--- src/rtl/spi_slave_regbank.sv ---
// Mode-0 SPI slave bridging a host to banks of write and read registers.
// Supports burst transfers with address auto-increment and a frame-start read snapshot.
//
// state        | meaning
// IDLE         | waiting for a chip-select falling edge
// CMD          | shifting in the command byte {W, pad, addr}
// DATA         | streaming words; reads load the snapshot, writes commit per word
// WAIT_CS_HIGH | reset landed mid-frame; ignore traffic until CS deasserts
module spi_slave_regbank #(
   parameter int DATA_W      = 32,
   parameter int ADDR_W      = 4,
   parameter int N_WR        = 16,
   parameter int N_RD        = 16,
   parameter int SYNC_STAGES = 2
) (
   input  logic                   clk,
   input  logic                   reset,
   input  logic                   SPI_CLK,
   input  logic                   SPI_CS,
   input  logic                   SPI_MOSI,
   output logic                   SPI_MISO,
   input  logic [N_RD*DATA_W-1:0] miso_data,
   output logic [N_WR*DATA_W-1:0] mosi_data,
   output logic [N_WR-1:0]        wr_strobe,
   output logic [7:0]             frame_err_cnt
);
   localparam int CNT_W = $clog2(DATA_W + 1);
   localparam logic [CNT_W-1:0] CMD_LAST  = CNT_W'(7);
   localparam logic [CNT_W-1:0] WORD_LAST = CNT_W'(DATA_W - 1);

   typedef enum logic [1:0] {IDLE, CMD, DATA, WAIT_CS_HIGH} state_t;
   state_t state, state_nxt;

   logic [SYNC_STAGES-1:0] sclk_sync, cs_sync, mosi_sync;
   logic                   sclk_d, cs_d;
   logic                   sclk_s, cs_s, mosi_s;
   logic                   sclk_rise, sclk_fall, cs_fall;

   logic [CNT_W-1:0]       bit_cnt;
   logic [DATA_W-1:0]      rx_sh, tx_sh, rx_word, rd_word, wr_word;
   logic [N_RD*DATA_W-1:0] snapshot;
   logic [ADDR_W-1:0]      addr, wr_addr;
   logic                   is_wr, wr_pend;
   logic                   word_end, word_done, frame_err;

   // synchronisers are left unreset so the CS level is valid while reset is held
   always_ff @(posedge clk) begin
      sclk_sync <= {sclk_sync[SYNC_STAGES-2:0], SPI_CLK};
      cs_sync   <= {cs_sync[SYNC_STAGES-2:0], SPI_CS};
      mosi_sync <= {mosi_sync[SYNC_STAGES-2:0], SPI_MOSI};
      sclk_d    <= sclk_sync[SYNC_STAGES-1];
      cs_d      <= cs_sync[SYNC_STAGES-1];
   end

   assign sclk_s    = sclk_sync[SYNC_STAGES-1];
   assign cs_s      = cs_sync[SYNC_STAGES-1];
   assign mosi_s    = mosi_sync[SYNC_STAGES-1];
   assign sclk_rise = sclk_s & ~sclk_d;
   assign sclk_fall = ~sclk_s & sclk_d;
   assign cs_fall   = ~cs_s & cs_d;

   assign rx_word   = {rx_sh[DATA_W-2:0], mosi_s};
   assign word_end  = (state == DATA) && sclk_rise && (bit_cnt == WORD_LAST);
   assign word_done = word_end && is_wr;
   // a word completing in the same clk that CS rises is not a partial word
   assign frame_err = cs_s && ((state == CMD) ||
                               ((state == DATA) && (bit_cnt != '0) && !word_end));

   always_comb begin
      rd_word = '0;
      for (int i = 0; i < N_RD; i++)
         if (int'(addr) == i) rd_word = snapshot[i*DATA_W +: DATA_W];
   end

   always_ff @(posedge clk) begin
      if (reset) state <= cs_s ? IDLE : WAIT_CS_HIGH;
      else       state <= state_nxt;
   end

   always_comb begin
      state_nxt = state;
      case (state)
         IDLE:         if (cs_fall) state_nxt = CMD;
         CMD: begin
            if (cs_s)                                 state_nxt = IDLE;
            else if (sclk_rise && bit_cnt == CMD_LAST) state_nxt = DATA;
         end
         DATA:         if (cs_s) state_nxt = IDLE;
         WAIT_CS_HIGH: if (cs_s) state_nxt = IDLE;
         default:      state_nxt = IDLE;
      endcase
   end

   always_ff @(posedge clk) begin
      if (reset) begin
         SPI_MISO      <= 1'b0;
         mosi_data     <= '0;
         wr_strobe     <= '0;
         frame_err_cnt <= '0;
         snapshot      <= '0;
         bit_cnt       <= '0;
         rx_sh         <= '0;
         tx_sh         <= '0;
         wr_word       <= '0;
         addr          <= '0;
         wr_addr       <= '0;
         is_wr         <= 1'b0;
         wr_pend       <= 1'b0;
      end else begin
         wr_strobe <= '0;
         wr_pend   <= 1'b0;
         if (wr_pend) begin
            for (int i = 0; i < N_WR; i++)
               if (int'(wr_addr) == i) begin
                  mosi_data[i*DATA_W +: DATA_W] <= wr_word;
                  wr_strobe[i]                  <= 1'b1;
               end
         end
         if (word_done) begin
            wr_pend <= 1'b1;
            wr_word <= rx_word;
            wr_addr <= addr;
         end
         if (frame_err && frame_err_cnt != 8'hFF)
            frame_err_cnt <= frame_err_cnt + 8'd1;

         case (state)
            IDLE: begin
               if (cs_fall) begin
                  snapshot <= miso_data;
                  bit_cnt  <= '0;
                  tx_sh    <= '0;
                  SPI_MISO <= 1'b0;
               end
            end
            CMD, DATA: begin
               if (cs_s) begin
                  SPI_MISO <= 1'b0;
                  bit_cnt  <= '0;
               end else if (sclk_rise) begin
                  rx_sh <= rx_word;
                  if (state == CMD && bit_cnt == CMD_LAST) begin
                     bit_cnt <= '0;
                     is_wr   <= rx_word[7];
                     addr    <= ADDR_W'(rx_word[7:0]);
                  end else if (state == DATA && bit_cnt == WORD_LAST) begin
                     bit_cnt <= '0;
                     if (is_wr) addr <= addr + ADDR_W'(1);
                  end else begin
                     bit_cnt <= bit_cnt + CNT_W'(1);
                  end
               end else if (sclk_fall && state == DATA) begin
                  if (!is_wr && bit_cnt == '0) begin
                     SPI_MISO <= rd_word[DATA_W-1];
                     tx_sh    <= rd_word << 1;
                     addr     <= addr + ADDR_W'(1);
                  end else begin
                     SPI_MISO <= tx_sh[DATA_W-1];
                     tx_sh    <= tx_sh << 1;
                  end
               end
            end
            default: begin
               SPI_MISO <= 1'b0;
               bit_cnt  <= '0;
            end
         endcase
      end
   end
endmodule

--- config.mk ---
export PLATFORM = sky130hd
export DESIGN_NAME = spi_slave_regbank
export DESIGN_NICKNAME = d
export VERILOG_FILES = /design/src/rtl/spi_slave_regbank.sv
export SDC_FILE = /design/constraint.sdc
export NUM_CORES = 2
export LEC_CHECK = 0
export CAP_MARGIN = 25
export CORE_AREA = 2 2 409 411
export CTS_CLUSTER_SIZE = 25
export DETAILED_ROUTE_END_ITERATION = 16
export DIE_AREA = 0 0 411 413
export MAX_ROUTING_LAYER = met4
export PLACE_DENSITY = 0.59
export SLEW_MARGIN = 20
export SYNTH_ARGS = -nofsm -noshare
export SYNTH_HDL_FRONTEND = slang
export SYNTH_SLANG_ARGS = --single-unit
--- constraint.sdc ---
create_clock -name clk -period 3.29 [get_ports clk]
set_input_delay 0.658 -clock clk [delete_from_list [all_inputs] [get_ports clk]]
set_output_delay 0.658 -clock clk [all_outputs]
set_load 0.03 [all_outputs]
# ---- After elaboration in Yosys (flattened, before gate mapping)
# Cells that the tools add are included.
dict set report totals {
  output_inout_bits 537
  register_bits 1170
}
dict set report classes {
  bitwise 7
  reduce_logical 50
  n_eq_ne 48
  mux 64
  n_addsub 3
}
# operator n
set op_table {}
lappend op_table {{$mux 32} 21}
lappend op_table {{$eq 4x4->1 const B} 16}
lappend op_table {{$pmux 32 s2} 1}
lappend op_table {{$reduce_and 2->1} 18}
lappend op_table {{$eq 4x3->1 const B} 8}
lappend op_table {{$mux 6} 5}
lappend op_table {{$mux 4} 6}
lappend op_table {{$mux 1} 22}
lappend op_table {{$eq 4x2->1 const B} 4}
lappend op_table {{$logic_and 1x1->1} 12}
lappend op_table {{$mux 2} 6}
lappend op_table {{$ne 3x3->1 const B} 4}
lappend op_table {{$pmux 6 s2} 1}
lappend op_table {{$ne 3x1->1 const B} 3}
lappend op_table {{$reduce_and 3->1} 3}
lappend op_table {{$add 8x1->8 const B} 1}
lappend op_table {{$eq 4x1->1 const B} 2}
lappend op_table {{$logic_not 4->1} 2}
lappend op_table {{$ne 2x2->1 const B} 4}
lappend op_table {{$ne 8x8->1 const B} 1}
lappend op_table {{$add 6x1->6 const B} 1}
lappend op_table {{$eq 6x3->1 const B} 1}
lappend op_table {{$eq 6x5->1 const B} 1}
lappend op_table {{$logic_not 6->1} 1}
lappend op_table {{other kinds (17)} 28}

# ---- Logic depth before layout (Yosys ltp)
dict set report depth {
  ltp_word 22
  ltp_mapped 12
}

# ---- Worst setup path before layout
# OpenSTA, ideal clock, no wires.
dict set report synth_path {
  path_kind {register to register}
  from {register state[0]}
  to {register tx_sh[12]}
  setup_ns 0.079
  slack_ns 0.879
  arrival_ns 2.332
  required_time_ns 3.211
  stages_incl_launch_ff 11
  cell_sequence {edfxtp_1 -> inv_1 -> ha_1 -> nand2b_1 -> a211oi_1 -> nor2b_1 -> buf_2 -> buf_4 -> o211ai_1 -> or4_1 -> o211ai_1}
}
dict set report synth_between {
  elab_chain_cells 4
}
# item line_no
set synth_rtl {}
lappend synth_rtl {{start: declaration} 32} ;# state_t state, state_nxt;
lappend synth_rtl {{start signal: assignment} 76} ;# if (reset) state <= cs_s ? IDLE : WAIT_CS_HIGH;
lappend synth_rtl {{start signal: assignment} 77} ;# else state <= state_nxt;
lappend synth_rtl {{$eq 2x1->1 or $eq 2x2->1 (tied branches)} {127, 152}}
lappend synth_rtl {{$reduce_or 2->1 or $logic_and 1x1->1 (tied branches)} {127, 152}}
lappend synth_rtl {{$ne 2x2->1 (no line) or $reduce_bool 2->1 (tied branches)} n/a}
lappend synth_rtl {{$reduce_and 5->1 (no line)} n/a}
lappend synth_rtl {{end signal: assignment} 155} ;# tx_sh <= rd_word << 1;
lappend synth_rtl {{end signal: assignment} 159} ;# tx_sh <= tx_sh << 1;
lappend synth_rtl {{end: declaration} 40} ;# logic [DATA_W-1:0] rx_sh, tx_sh, rx_word, rd_word, wr_word;
# Several ways; a longest one is shown, not always the timed one.
# A chain may end at the register's enable or synchronous reset.

# ---- Worst setup path after layout
dict set report layout_path {
  from {register addr[1]}
  to {register tx_sh[4]}
}
dict set report layout_between {
  elab_chain_cells 22
}
# item line_no
set layout_rtl {}
lappend layout_rtl {{start: declaration} 42} ;# logic [ADDR_W-1:0] addr, wr_addr;
lappend layout_rtl {{start signal: assignment} 145} ;# addr <= ADDR_W'(rx_word[7:0]);
lappend layout_rtl {{start signal: assignment} 148} ;# if (is_wr) addr <= addr + ADDR_W'(1);
lappend layout_rtl {{start signal: assignment} 156} ;# addr <= addr + ADDR_W'(1);
lappend layout_rtl {{$logic_not 4->1} 72} ;# if (int'(addr) == i) rd_word = snapshot[i*DATA_W +: DATA_W];
lappend layout_rtl {{$mux 32 (15 in series)} 72}
lappend layout_rtl {{$mux 32 (*)} 72}
lappend layout_rtl {{$mux 32 (*)} 153} ;# if (!is_wr && bit_cnt == '0) begin
lappend layout_rtl {{$mux 32 (*)} 152} ;# end else if (sclk_fall && state == DATA) begin
lappend layout_rtl {{$mux 32 (*)} 140} ;# end else if (sclk_rise) begin
lappend layout_rtl {{$mux 32 (*)} 137} ;# if (cs_s) begin
lappend layout_rtl {{$pmux 32 s2 (*)} 127} ;# case (state)
# Every way passes the cells marked *; elsewhere a longest branch is shown, timed or not. The select of a mux whose other input is x is not followed.

==> impl_results.md <==
- DR vias: 46956
- Cell count after synthesis: 6072
- Placed Instances: 8935
- Req. time, crit path: 4.00 ns
- Power per cell area: 530 mW/mm²
- Routability Congestion: 1.03
- Finish-stage setup viols: 0
- Worst setup EP type: flip-flop
- DRC: 0
- Crit-path cells: inv_1 > ha_4 > nor2b_4 > buf_4 > a221oi_1 > o21ai_0 > a21oi_1 > or4_1 > o211ai_1
- Worst slew pin tran: 1.13 ns
- Critical path's largest stage delay: 0.55 ns
- TritonRoute pass-1 iters: 6
- EDFF count, synth: 2
- CTS Buf Count: 136
- Peak VDD IR: 531 µV
- Sequential-to-total area share from yosys stat: 51.4%
- Maxcap violations: 0
- First-pass GRT wire length: 330 mm
- CTS max path bufs: 3
- Final min period: 3.21 ns
- Sequential power share: 44.5%
- Total grt overflow: 0
- Critical path class: flip-flop to flip-flop
- P_sw: 0.00859 W
- R2r worst-path depth: 9
- Most used DFF post-synth: dfxtp_1
- Die Width: 411 µm
- Kind of cell adding the most delay to the critical path: simple AND/OR/NAND/NOR gates
- Yosys reg bits: 1169
- Total wire length: 240 mm
- Nets: 7398
- Clock Tree Root: clkbuf_16
- Die area: 0.170 mm²
- CP Max Fanout: 21
- Row count: 150
- P&R area growth vs syn: 38.8%
- Syn. warnings: 0
- Final Hold Fails: 0
- Period Utilization, post-route: 97.6%
- Clock slew at reported path FFs: 0.06 ns
- Buffers on Ports: 1053
- Clk_skew: 0.0291 ns
- Highest clock rate: 311 MHz
- CTS tree: built
- Worst r2r src: addr[1]$_SDFFE_PP0P_
- HP Class: input pin to flip-flop
- P_int: 0.0250 W
- Routed Antenna Nets: 0
- Setup TNS: 0 ns
- Slew headroom: 24.4%
- Die Span Y: 413 µm
- Antenna violations before repair: 33
- Initial cell density of the core: 27.5%
- Combinational group share of total power: 8.5%
- Hold Startpoint: reset
- Commonest cells post-synth: 2297 x nand2_1, 1238 x a21oi_1, 1167 x dfxtp_1
- Worst skew pair latency: 0.79 ns
- Unrepaired setup endpoints after global routing: no
- Clk sinks: 1169
- Post-cts resize count: 0
- Crit-path slowest cell: nor2b_4
- Reg2Reg Setup Slack: 0.08 ns
- H-tree Lvls: 4
- Top cell type by total area after synthesis: dfxtp_1
- WL/cell: 26.1 µm
- Clock group share of total power: 47.1%
- CP startpoint kind: flip-flop
- Pleak: 20.5 nW
- Worst Hold Depth: 2
- Largest net degree at the start of global routing: 138
- Ys async rst share: 0%
- Slew Viols, Final: 0
- DP HPWL: 179 mm
- WHS Endpoint: mosi_data[71]$_SDFFE_PP0P_
- Status: complete, no violations
- Post-route insts no fill: 9203
- Post-synth top area share: 51.3%
- Sw frac: 25.6%
- Number of hold buffers added after CTS: 0
- Synth cell types: 68
- Vias per inst: 5.10
- Synth Cell Area: 0.0456 mm²
- Setup bufs post-CTS: 0
- Reg2reg end: tx_sh[4]$_SDFFE_PP0P_
- Top post-synthesis cells by area: dfxtp_1 51%, nand2_1 19%, a21oi_1 14%, clkbuf_1 4.2%, o21ai_0 1.7%
- Post-Syn Nets: 6601
- CP Data Arrival Time: 3.92 ns
- All-Layer GR Usage: 27.8%
- Ports: 1054
- Vias in the first global route: 43418
- Worst path buffer plus inverter count: 2
- CORE AREA: 0.166 mm²
- Iter 0 DRT Violations: 4920
- Mean area per synthesized cell: 7.50 µm²
- Cell with the most instances after synthesis: nand2_1
- Share of cells above drive strength 1: 6.35%
-- sequential cells by signal, summed over array words and instances (netlist names), 4 cells and up --
name and count:
wr_addr 4, mosi_data 512, snapshot 512, frame_err_cnt 8, addr 4, tx_sh 31
wr_strobe 16, rx_sh 31, bit_cnt 6, wr_word 32
-- per-layer routing --
| metal | vias to the layer above | global-route usage (%) | share of wire (%) |
|---|---|---|---|
| met1 | 22551 | 33.0 | 40 |
| met5 | - | - | 0 |
| met2 | 2167 | 44.4 | 47 |
| met3 | 500 | 5.79 | 7.6 |
| met4 | 0 | 14.5 | 5.8 |
| li1 | 21738 | - | - |
-- metrics by stage --
| stage | worst slack, ns | cell area, µm² | power (W) | hold slack, ns | util, % |
|---|---|---|---|---|---|
| floorplan | 0.879 | 45600 | 0.0164 | 0.310 | - |
| global placement | 0.163 | 58500 | 0.0180 | 0.320 | 35.3 |
| detailed placement | 0.158 | 58500 | 0.0180 | 0.325 | 35.3 |
| CTS | 0.137 | 63200 | 0.0338 | 0.255 | 38.1 |
| global route | 0.00599 | 63200 | 0.0346 | 0.264 | 38.1 |
| finish | 0.0787 | 63300 | 0.0336 | 0.259 | 38.1 |
-- cell families after synthesis --
group	share of synthesized area, %
DFF	51.4
buffers and inverters	4.75
and+or+nand+nor	23.2
muxes	0.0906
adders and majority gates	0.329
xor gates and xnor gates	0.211
AOI/OAI and AO/OA	20.1
-- placed cells by master (no fill, tap or decap), types with 7 or more instances in the layout --
cell | Yosys | layout
a2bb2oi_1 | 7 | 7
nand2_1 | 2297 | 2287
or4_1 | 22 | 22
dfxtp_2 | 0 | 11
clkdlybuf4s50_1 | 0 | 1047
buf_4 | 2 | 120
clkbuf_8 | 0 | 31
clkbuf_16 | 0 | 137
diode_2 | 0 | 24
bufinv_16 | 0 | 11
inv_1 | 24 | 24
o21a_1 | 28 | 28
nor2_2 | 1 | 9
a21oi_1 | 1238 | 1238
a22oi_1 | 14 | 14
clkbuf_1 | 510 | 25
nor2b_1 | 71 | 66
o221ai_1 | 31 | 31
nor3_1 | 17 | 12
a221o_1 | 26 | 26
or3_1 | 27 | 27
a221oi_1 | 60 | 60
nand2b_1 | 15 | 14
o21ai_0 | 154 | 154
dfxtp_1 | 1167 | 1156
nand2_2 | 0 | 10
nor2_1 | 137 | 120
ha_1 | 12 | 8
a31oi_1 | 7 | 7
clkinv_2 | 0 | 20
buf_12 | 0 | 30
o211ai_1 | 51 | 51
nor2_4 | 0 | 9
nand3_1 | 25 | 22
xnor2_1 | 9 | 9
-- power by group through the flow --
stage / Clock [W] / Combinational (W) / Sequential, W
after global placement: 0 / 0.00281 / 0.0152
after global routing: 0.0166 / 0.00305 / 0.0149
after CTS: 0.0161 / 0.00283 / 0.0149
after floorplan: 0 / 0.00141 / 0.0150
final: 0.0158 / 0.00284 / 0.0149
after detailed placement: 0 / 0.00282 / 0.0152
-- worst max path at each step --
| stage | from | endpoint | depth (start not counted) |
|---|---|---|---|
| 4_1_cts | addr[1]$_SDFFE_PP0P_ | tx_sh[4]$_SDFFE_PP0P_ | 9 |
| 6_report | addr[1]$_SDFFE_PP0P_ | tx_sh[4]$_SDFFE_PP0P_ | 9 |
| 3_3_place_gp | addr[1]$_SDFFE_PP0P_ | tx_sh[5]$_SDFFE_PP0P_ | 8 |
| 2_1_floorplan | state[0]$_DFFE_PP_ | tx_sh[12]$_SDFFE_PP0P_ | 10 |
| 3_5_place_dp | addr[1]$_SDFFE_PP0P_ | tx_sh[4]$_SDFFE_PP0P_ | 9 |
| 5_1_grt | addr[1]$_SDFFE_PP0P_ | tx_sh[4]$_SDFFE_PP0P_ | 9 |
-- layout make-up --
type	instances	area, µm²
clock inverter	51	716
timing repair buffer	1200	12000
tap	2204	2760
sequential	1169	23400
fill	17151	103000
clock buffer	193	3950
multi-input combinational	4336	20200
antenna	24	60.1
inverter	26	97.6
Power figures use the tool's default switching activity.
